### config.mk
export PLATFORM = sky130hd
export DESIGN_NAME = contador_monitor
export DESIGN_NICKNAME = d
export VERILOG_FILES = /design/src/rtl/contador_monitor.sv
export SDC_FILE = /design/constraint.sdc
export NUM_CORES = 1
export LEC_CHECK = 0
export ABC_CLOCK_PERIOD_IN_PS = 3300
export BUFFER_PORTS_ARGS = -buffer_cell sky130_fd_sc_hd__buf_2
export CAP_MARGIN = 15
export CORE_ASPECT_RATIO = 1.1
export CORE_MARGIN = 2
export CORE_UTILIZATION = 49
export CTS_CLUSTER_DIAMETER = 200
export DETAILED_ROUTE_END_ITERATION = 16
export PLACE_DENSITY_LB_ADDON = 0.3
export SETUP_SLACK_MARGIN = 0.15
export SLEW_MARGIN = 20
export SYNTH_ARGS = -nofsm -noshare
export SYNTH_HDL_FRONTEND = slang
export SYNTH_SLANG_ARGS = --single-unit
### constraint.sdc
create_clock -name clk -period 3.3 [get_ports clk]
set_input_delay 0.33 -clock clk [delete_from_list [all_inputs] [get_ports clk]]
set_output_delay 0.33 -clock clk [all_outputs]
set_load 0.01 [all_outputs]
### src/rtl/contador_monitor.sv
// Watches an up/down counter and flags illegal steps, legal wraps and compare matches.
// All outputs are registered, so a sample taken at a clock edge shows up after that edge.
module contador_monitor #(
    parameter int WIDTH      = 8,
    parameter int ERR_CNT_W  = 8,
    parameter int WRAP_CNT_W = 16
) (
    input  logic                  clk,
    input  logic                  reset,
    input  logic [WIDTH-1:0]      cont_in,
    input  logic                  updown,
    input  logic                  sample_en,
    input  logic                  clear,
    input  logic [WIDTH-1:0]      cmp_val,
    output logic                  match,
    output logic                  tc,
    output logic [WRAP_CNT_W-1:0] wrap_cnt,
    output logic                  step_err,
    output logic [ERR_CNT_W-1:0]  err_cnt,
    output logic [1:0]            state
);

    typedef enum logic [1:0] {
        S_INIT  = 2'b00,
        S_TRACK = 2'b01,
        S_FAULT = 2'b10
    } state_t;

    localparam logic [WIDTH-1:0] MAX = '1;

    state_t           st;
    logic [WIDTH-1:0] prev_cont;
    logic             prev_dir;
    logic [WIDTH-1:0] exp_cont;
    logic             legal;
    logic             wrap;

    assign exp_cont = prev_dir ? prev_cont + 1'b1 : prev_cont - 1'b1;
    assign legal    = (cont_in == exp_cont);
    // Only a legal step can wrap; the endpoint test picks out the terminal transition.
    assign wrap     = legal && ((prev_dir && prev_cont == MAX) || (!prev_dir && prev_cont == '0));
    assign state    = st;

    always_ff @(posedge clk or negedge reset) begin
        if (!reset) begin
            st        <= S_INIT;
            prev_cont <= '0;
            prev_dir  <= 1'b0;
            match     <= 1'b0;
            tc        <= 1'b0;
            wrap_cnt  <= '0;
            step_err  <= 1'b0;
            err_cnt   <= '0;
        end else if (clear) begin
            st       <= S_INIT;
            match    <= 1'b0;
            tc       <= 1'b0;
            wrap_cnt <= '0;
            step_err <= 1'b0;
            err_cnt  <= '0;
        end else if (sample_en) begin
            match     <= (cont_in == cmp_val);
            tc        <= 1'b0;
            // Always re-baseline, even on error, so one glitch yields one error.
            prev_cont <= cont_in;
            prev_dir  <= updown;
            case (st)
                S_INIT: st <= S_TRACK;
                S_TRACK, S_FAULT: begin
                    if (legal) begin
                        if (wrap) begin
                            tc <= 1'b1;
                            if (wrap_cnt != '1) wrap_cnt <= wrap_cnt + 1'b1;
                        end
                    end else begin
                        step_err <= 1'b1;
                        if (err_cnt != '1) err_cnt <= err_cnt + 1'b1;
                        st <= S_FAULT;
                    end
                end
                default: st <= S_INIT;
            endcase
        end else begin
            match <= 1'b0;
            tc    <= 1'b0;
        end
    end

endmodule

==> impl_metrics.json, run 1 <==
{
  "yosysWarningCount": 0,
  "clock-sinks": 38,
  "dr.pass1.iters": 4,
  "antenna_found_initial": 0,
  "drive_above_1_share": 0.305,
  "overflow": 0,
  "fillers": 400,
  "register_area_um2": 951,
  "routedWlPerCell_um": 14.9,
  "root_buffer": "clkbuf_8",
  "finalSetupViolCount": 0,
  "synth-async-reset-ratio": 1.00,
  "crit_path_start": "prev_dir$_DFFE_PN0P_",
  "synth_area_leaders": "dfrtp_1 (41%), xnor2_1 (7.6%), ha_1 (4.9%), a21oi_1 (4.8%), mux2_2 (4.4%)",
  "stdcell_count": 354,
  "worstPathMaxFanout": 30,
  "ios": 50,
  "required_ns": 3.53,
  "nNetsFinal": 328,
  "gp_congestion": 0.829,
  "grt_usage": 0.197,
  "layout_commonest_cell": "buf_2",
  "min_path_type": "in2async",
  "ys.flop_type": "dfrtp_1",
  "synth_enable_flop_cells": 0,
  "grt_pass1_wl_um": 8490,
  "cap_violations": 0,
  "synthesis.area_um2": 2320,
  "syn-num-nets": 274,
  "cts.clk_slew.worst_paths_ns": 0.08,
  "p_leak_nw": 1.22,
  "mostFrequentLayoutCells": "buf_2 (49), dfrtp_1 (38), xnor2_1 (20), a21oi_1 (18)",
  "fmax_mhz": 323,
  "port-buffer-count": 49,
  "setup.worst_path.class": "reg2reg",
  "rsz0062_at_grt": "yes",
  "grt_pass1_vias": 1963,
  "synthToLayoutAreaGrowth_pct": 22.9,
  "yosys.area.top_type_share": 0.411,
  "drc": 0,
  "totalWireLength_um": 5290,
  "ctsHoldBuffers": 0,
  "core_area_um2": 4590,
  "finalClockSkew_ns": 0.00913,
  "crit_arrival_ns": 3.32,
  "yosysTopAreaCell": "dfrtp_1",
  "drt_iter0_drc": 131,
  "start_util": 0.505,
  "multi_input_area_um2": 1370,
  "synthCells": 243,
  "yosysUniqueCellTypes": 36,
  "ys_ff_latch": 38,
  "yosysSeqAreaShare": 0.411,
  "worst_skew_pair.late_latency_ns": 0.29,
  "vdd_ir_drop_max_mv": 0.226,
  "vias": 2088,
  "cp-start-kind": "flip-flop",
  "die_h_um": 76.1,
  "setup_tns_ns": 0,
  "drt-vias-per-instance": 5.90,
  "slew_headroom": 0.432,
  "rows": 26,
  "syn_avg_cell_area_um2": 9.53,
  "worst_pin_slew_ns": 0.852,
  "antenna_left": 0,
  "cts.path.max_buffers": 2,
  "r2r_start": "prev_dir$_DFFE_PN0P_",
  "placed_cells": 344,
  "die_w_um": 69.6,
  "cts_tree": "done",
  "period_needed_ns": 3.10,
  "grt_max_degree": 39,
  "n_antenna_cell": 0,
  "hold_viol": 0,
  "critPathCaptureType": "flip-flop",
  "period_share": 0.939,
  "status": "finished clean",
  "die_area_um2": 5290,
  "pwr_density_cell_nw_per_um2": 436,
  "h-tree-depth": 2,
  "cts_buffers": 5,
  "drv_slew": 0,
  "dp_hpwl_um": 3610
}
per-stage QoR:
step	area (µm²)	setup slack (ns)	power (mW)	hold slack [ns]	utilization
2_1_floorplan	2320	0.207	0.749	0.0344	-
3_3_place_gp	2640	0.207	0.835	0.488	0.575
3_5_place_dp	2640	0.123	0.845	0.490	0.575
4_1_cts	2750	0.176	1.19	0.171	0.600
5_1_grt	2850	0.118	1.30	0.216	0.620
6_report	2850	0.202	1.24	0.139	0.620
final timing paths:
kind                                       endpoint  slack [ns]  cells after the start
hold / removal              wrap_cnt[4]$_DFFE_PN0P_        0.14                      1
setup / recovery           wrap_cnt[13]$_DFFE_PN0P_        0.20                     10
max in group asynchronous      step_err$_DFFE_PN0P_        2.62                      1
hold reg to reg                step_err$_DFFE_PN0P_        0.50                      2
setup reg to reg           wrap_cnt[13]$_DFFE_PN0P_        0.20                     10
min in group clk               prev_dir$_DFFE_PN0P_        0.27                      2
flip-flops by register name, summed over array words and instances (netlist names):
register   count
tc             1
prev_dir       1
step_err       1
wrap_cnt      16
prev_cont      8
state          2
err_cnt        8
match          1
Yosys cell counts (all sizes together) (4+ instances only):
library cell / n
o31ai: 13
nand2: 13
clkbuf: 9
nor2: 13
or3: 8
dfrtp: 38
a21oi: 22
xnor2: 20
nor4: 5
nand4: 7
or4: 12
mux2: 9
xor2: 4
ha: 9
o21ai: 9
inv: 11
nand3: 8
final cells by class:
type | count | area share
inverter | 11 | 0.0145
clock buffer | 7 | 0.0303
multi-input combinational | 184 | 0.483
timing repair buffer | 57 | 0.112
tap | 56 | 0.0246
clock inverter | 1 | 0.00176
sequential | 38 | 0.334
worst max-delay path, cell delays in order, from the launching register on:
cell	delay, ns
dfrtp_1	0.39
inv_2	0.14
ha_4	0.22
xor2_1	0.14
or3_1	0.33
o32a_1	0.22
a2111o_1	0.39
or3_4	0.38
buf_12	0.17
or4_4	0.52
a21oi_2	0.14
cells by family (layout without fill, tap and decap cells):
| family | Yosys count | after routing | share of synthesized area |
|---|---|---|---|
| compound gates | 61 | 61 | 0.170 |
| buf+inv | 21 | 76 | 0.0346 |
| xor+xnor | 24 | 24 | 0.0908 |
| simple gates | 77 | 77 | 0.180 |
| fa+ha+maj | 10 | 10 | 0.0573 |
| mux | 12 | 12 | 0.0567 |
| flops | 38 | 38 | 0.411 |
routing by layer:
layer	vias up	track usage	wire length (µm)
li1	1013	-	-
met1	1006	0.224	2170
met2	57	0.353	2760
met3	12	0.0437	215
met4	0	0.0863	144
met5	-	0	0
repair_timing:
action | 4_1_cts | 5_1_grt
setup endpoints to repair | 5 | 11
buffers inserted | 2 | 0
pin swaps | 0 | 6
gates resized for setup | 2 | 18
gates cloned | 0 | 0
power by group:
part	internal (mW)	switching, mW
registers	0.488	0.0266
logic	0.189	0.202
clock network	0.169	0.168
total	0.845	0.396
(Power assumes the default switching activity.)
==> inputs of run 2 (changes only) <==
--- a/config.mk
+++ b/config.mk
@@ -5,12 +5,13 @@
 export SDC_FILE = /design/constraint.sdc
 export NUM_CORES = 1
 export LEC_CHECK = 0
-export ABC_CLOCK_PERIOD_IN_PS = 3300
+export ABC_CLOCK_PERIOD_IN_PS = 2530
 export BUFFER_PORTS_ARGS = -buffer_cell sky130_fd_sc_hd__buf_2
 export CAP_MARGIN = 15
 export CORE_ASPECT_RATIO = 1.1
 export CORE_MARGIN = 2
-export CORE_UTILIZATION = 49
+export CORE_UTILIZATION = 50
+export CTS_BUF_LIST = sky130_fd_sc_hd__clkbuf_4 sky130_fd_sc_hd__clkbuf_8
 export CTS_CLUSTER_DIAMETER = 200
 export DETAILED_ROUTE_END_ITERATION = 16
 export PLACE_DENSITY_LB_ADDON = 0.3
==> constraint.sdc (replaced) <==
create_clock -name clk -period 2.53 [get_ports clk]
set_input_delay 0.253 -clock clk [delete_from_list [all_inputs] [get_ports clk]]
set_output_delay 0.253 -clock clk [all_outputs]
set_load 0.01 [all_outputs]
==> run 2 against run 1 <==
Clock skew is 0.0029 ns lower. Largest power group unchanged. Critical endpoint is now wrap_cnt[3]$_DFFE_PN0P_. Total power rose by 40%. Fmax up 4.8%. Hold slack got worse by 0.077 ns. The flow now finishes with violations (setup timing). Highest routed layer unchanged.
==> impl_metrics.json, run 2 (same netlist as run 1, synthesis figures left out) <==
{
  "grt_max_degree": 39,
  "p_leak_nw": 1.37,
  "grt_pass1_vias": 2073,
  "drive_above_1_share": 0.398,
  "rows": 25,
  "hold_viol": 0,
  "antenna_left": 0,
  "fmax_mhz": 338,
  "cp-start-kind": "flip-flop",
  "crit_arrival_ns": 3.18,
  "critPathCaptureType": "flip-flop",
  "finalClockSkew_ns": 0.00619,
  "pwr-share-comb": 0.362,
  "violations": "setup timing",
  "post-route-util": 0.716,
  "start_util": 0.529,
  "period_needed_ns": 2.96,
  "pre_cts_slack_ns": -0.451,
  "worst_skew_pair.late_latency_ns": 0.30,
  "mostFrequentLayoutCells": "buf_2 (51), dfrtp_1 (38), buf_4 (30), xnor2_1 (20), a21oi_1 (18)",
  "clock-sinks": 38,
  "regMostFlops": "wrap_cnt",
  "cts_buffers": 5,
  "seqPwrFrac": 0.382,
  "die_h_um": 75.4,
  "reg_top3": "wrap_cnt x16, err_cnt x8, prev_cont x8",
  "die_w_um": 68.9,
  "routedWlPerCell_um": 15.3,
  "pwr-share-clk": 0.256,
  "drc": 0,
  "worstPathMaxFanout": 7,
  "worst_pin_slew_ns": 0.853,
  "core_area_um2": 4380,
  "overflow": 0,
  "drt_iter0_drc": 106,
  "cts_tree": "done",
  "grt_usage": 0.241,
  "layout_commonest_cell": "buf_2",
  "rsz0062_at_grt": "yes",
  "finalSetupViolCount": 28,
  "slew_headroom": 0.431,
  "grt_pass1_wl_um": 9270,
  "ctsHoldBuffers": 0,
  "min_path_type": "in2async",
  "setup.worst_path.class": "reg2reg",
  "n_antenna_cell": 0,
  "port-buffer-count": 49,
  "nNetsFinal": 359,
  "dr.pass1.iters": 4,
  "die_area_um2": 5190,
  "cap_violations": 0,
  "gp_congestion": 0.930,
  "p_total_mw": 1.74,
  "cts.path.max_buffers": 2,
  "status": "complete, but fails checks",
  "vdd_ir_drop_max_mv": 0.372,
  "cts.clk_slew.worst_paths_ns": 0.08,
  "dp_hpwl_um": 3940,
  "ios": 50,
  "largest_register_ffs": 16,
  "drt-vias-per-instance": 5.70,
  "synthToLayoutAreaGrowth_pct": 35.4,
  "fin_ws_ns": -0.425,
  "pwr_density_cell_nw_per_um2": 555,
  "p_sw_frac": 0.321,
  "totalWireLength_um": 5870,
  "antenna_found_initial": 0,
  "p_switching_mw": 0.559,
  "drv_slew": 0,
  "fillers": 339,
  "root_buffer": "clkbuf_8",
  "required_ns": 2.75,
  "vias": 2184,
  "period_share": 1.17,
  "p_int_mw": 1.18,
  "h-tree-depth": 2,
  "setup_tns_ns": -9.04
}
run 2: cell count changes in the layout (fill, tap and decap cells not counted), moves of 3 or more:
cell	previous run	this run
or4_1	11	8
o31ai_2	0	3
buf_4	7	30
or4_4	1	4
o31ai_1	13	9
buf_6	0	6
run 2: power by group through the flow:
stage          registers (mW)  clock network [mW]  logic (mW)
2_1_floorplan           0.679                   0       0.316
3_3_place_gp            0.672                   0       0.512
3_5_place_dp            0.675                   0       0.523
4_1_cts                 0.664               0.453       0.601
5_1_grt                 0.668               0.478       0.684
6_report                0.665               0.445       0.630
run 2: per-layer routing:
layer  track usage  wire length [µm]  up-vias  share of wire
met1         0.303              2580     1042           0.44
li1              -                 -     1069              -
met4         0.107               100        0          0.017
met5             0                 0        -              0
met2         0.408              2950       64           0.50
met3        0.0369               250        9          0.043
run 2: layout make-up:
cell class	count	area [µm²]	area share
clock buffer	6	82.6	0.0263
clock inverter	2	12.5	0.00399
inverter	11	43.8	0.0140
multi-input combinational	184	1410	0.450
sequential	38	951	0.303
tap	54	67.6	0.0215
timing repair buffer	88	568	0.181
run 2: critical path: stages (launching register included):
cell	delay (ns)
dfrtp_1	0.43
inv_4	0.13
ha_4	0.22
xor2_2	0.14
or3_1	0.31
o32a_1	0.16
a2111o_1	0.39
or3_4	0.36
buf_6	0.14
or4_1	0.46
a21oi_1	0.13
run 2: repair_timing:
action                     CTS  global route
pin swaps                   13             9
setup endpoints to repair   28            28
gates resized for setup     15            17
setup buffers                6             3
gates cloned                 3             0
run 2: path summary, 6_finish.rpt:
check	from	endpoint	slack, ns	depth (start not counted)
worst min register to register	step_err$_DFFE_PN0P_	step_err$_DFFE_PN0P_	0.53	2
worst max-delay path	prev_dir$_DFFE_PN0P_	wrap_cnt[3]$_DFFE_PN0P_	-0.43	10
max in group asynchronous	reset	prev_dir$_DFFE_PN0P_	1.94	1
min in group clk	updown	prev_dir$_DFFE_PN0P_	0.20	2
worst max register to register	prev_dir$_DFFE_PN0P_	wrap_cnt[3]$_DFFE_PN0P_	-0.43	10
worst min-delay path	reset	err_cnt[1]$_DFFE_PN0P_	0.06	1
run 2: metrics by stage:
step / cell area [µm²] / hold WS [ns] / instances
after global placement: 2820 / 0.407 / 363
after global routing: 3140 / 0.138 / 383
after floorplan: 2360 / -0.0426 / 243
after detailed placement: 2820 / 0.413 / 363
after CTS: 3040 / 0.0932 / 380
final: 3140 / 0.0616 / 383
==> inputs of run 3 (changes only) <==
--- a/config.mk
+++ b/config.mk
@@ -13,7 +13,10 @@
 export CORE_UTILIZATION = 50
 export CTS_BUF_LIST = sky130_fd_sc_hd__clkbuf_4 sky130_fd_sc_hd__clkbuf_8
 export CTS_CLUSTER_DIAMETER = 200
+export CTS_CLUSTER_SIZE = 20
 export DETAILED_ROUTE_END_ITERATION = 16
+export HOLD_SLACK_MARGIN = 0.05
+export MAX_ROUTING_LAYER = met4
 export PLACE_DENSITY_LB_ADDON = 0.3
 export SETUP_SLACK_MARGIN = 0.15
 export SLEW_MARGIN = 20
==> run 3 against run 2 <==
The run still ends with setup timing left. Critical path depth is the same. Total power grew 2.5%. Largest cell class unchanged. Register-to-register slack worse by 0.02 ns. Critical endpoint is now wrap_cnt[13]$_DFFE_PN0P_.
==> impl_metrics.json, run 3 (same netlist as run 1, synthesis figures left out) <==
{
  "die_h_um": 75.4,
  "synthToLayoutAreaGrowth_pct": 36.2,
  "drt_iter0_drc": 248,
  "drt-vias-per-instance": 5.95,
  "period_needed_ns": 2.97,
  "port-buffer-count": 49,
  "mostFrequentLayoutCells": "buf_2 (49), dfrtp_1 (37), buf_4 (29), xnor2_1 (20), a21oi_1 (15)",
  "p_total_mw": 1.78,
  "r2r_start": "prev_dir$_DFFE_PN0P_",
  "grt_usage": 0.254,
  "grt_pass1_vias": 2123,
  "status": "complete, but fails checks",
  "reg_top3": "wrap_cnt x16, err_cnt x8, prev_cont x8",
  "pwr_density_cell_nw_per_um2": 565,
  "dr.pass1.iters": 4,
  "worst_skew_pair.late_latency_ns": 0.29,
  "layout_commonest_cell": "buf_2",
  "h-tree-depth": 2,
  "start_util": 0.529,
  "r2r-end": "wrap_cnt[13]$_DFFE_PN0P_",
  "grt_pass1_wl_um": 9670,
  "drive_above_1_share": 0.406,
  "worst_pin_slew_ns": 0.876,
  "antenna_left": 0,
  "hold_viol": 0,
  "regMostFlops": "wrap_cnt",
  "cts_buffers": 5,
  "setup.worst_path.class": "reg2reg",
  "r2r_cells": 10,
  "cp-start-kind": "flip-flop",
  "rows": 25,
  "clock-sinks": 38,
  "drc": 0,
  "grt_max_degree": 39,
  "slew_headroom": 0.416,
  "gp_congestion": 0.913,
  "antenna_found_initial": 0,
  "cts.clk_slew.worst_paths_ns": 0.08,
  "overflow": 0,
  "min_path_type": "in2async",
  "largest_register_ffs": 16,
  "placed_cells": 364,
  "core_area_um2": 4380,
  "violations": "setup timing",
  "rsz0062_at_grt": "yes",
  "crit_arrival_ns": 3.19,
  "pre_cts_slack_ns": -0.489,
  "routedWlPerCell_um": 16.2,
  "post-route-util": 0.720,
  "dp_hpwl_um": 3980,
  "root_buffer": "clkbuf_8",
  "required_ns": 2.75,
  "vdd_ir_drop_max_mv": 0.451,
  "period_share": 1.18,
  "ctsHoldBuffers": 0,
  "cap_violations": 0,
  "cts_tree": "done",
  "finalSetupViolCount": 27,
  "worstPathMaxFanout": 14,
  "stdcell_count": 379,
  "p_leak_nw": 1.38,
  "totalWireLength_um": 6130,
  "n_antenna_cell": 0,
  "finalClockSkew_ns": 0.00770,
  "die_w_um": 68.9,
  "drv_slew": 0,
  "critPathCaptureType": "flip-flop",
  "ios": 50,
  "fin_ws_ns": -0.443,
  "die_area_um2": 5190,
  "cts.path.max_buffers": 2,
  "reg2reg_slack_ns": -0.44,
  "nNetsFinal": 355,
  "fmax_mhz": 336,
  "vias": 2255,
  "setup_tns_ns": -7.18
}
==> run 3: cell types whose count changed in the layout (fill, tap and decap cells not counted), sizes merged <==
cell,change
buf,-4
clkbuf,+2
clkinv,-1
clkinvlp,-1
==> run 3: per-layer routing <==
layer  up-vias  share of wire  global-route usage
li1       1064              -                   -
met4         0          0.019              0.0850
met3        14          0.052              0.0414
met1      1098           0.42               0.318
met5         -              0                   -
met2        79           0.51               0.420
==> run 3: how the worst max path moves through the flow <==
stage,startpoint,endpoint,slack (ns)
after floorplan,prev_dir$_DFFE_PN0P_,wrap_cnt[13]$_DFFE_PN0P_,-0.37
after global placement,prev_dir$_DFFE_PN0P_,wrap_cnt[5]$_DFFE_PN0P_,-0.38
after detailed placement,prev_cont[1]$_DFFE_PN0P_,wrap_cnt[3]$_DFFE_PN0P_,-0.49
after CTS,prev_dir$_DFFE_PN0P_,wrap_cnt[3]$_DFFE_PN0P_,-0.42
after global routing,prev_dir$_DFFE_PN0P_,wrap_cnt[13]$_DFFE_PN0P_,-0.53
final,prev_dir$_DFFE_PN0P_,wrap_cnt[13]$_DFFE_PN0P_,-0.44
==> run 3: metrics by stage <==
step | hold WS, ns | cell area, µm²
after global routing | 0.140 | 3150
final | 0.0831 | 3150
after floorplan | -0.0426 | 2360
after detailed placement | 0.418 | 2830
after global placement | 0.410 | 2830
after CTS | 0.105 | 3070
==> run 3: worst max-delay path, stage by stage (launching register included) <==
cell      delay (ns)
dfrtp_2         0.45
inv_4           0.12
ha_4            0.22
xor2_2          0.14
or3_1           0.31
o32a_1          0.16
a2111o_1        0.38
or3_4           0.35
buf_8           0.15
or4_4           0.48
a21oi_2         0.14
==> run 3: timing repair <==
action / 4_1_cts / 5_1_grt
gates resized for setup: 20 / 20
cloned: 2 / 0
buffers inserted: 4 / 1
endpoints found under the setup margin: 28 / 28
pin swaps: 6 / 9
==> run 3: report_power, final <==
part	switching, mW	total (mW)	internal (mW)
registers	0.0289	0.666	0.637
clock network	0.213	0.488	0.275
logic	0.316	0.629	0.313
==> run 3: final cells by class <==
type                            instances  area (µm²)
Multi-Input combinational cell        184        1430
Fill cell                             324        1220
Sequential cell                        38         952
Timing Repair Buffer                   84         551
Clock buffer                            8         110
Tap cell                               54        67.6
Inverter                               11        43.8
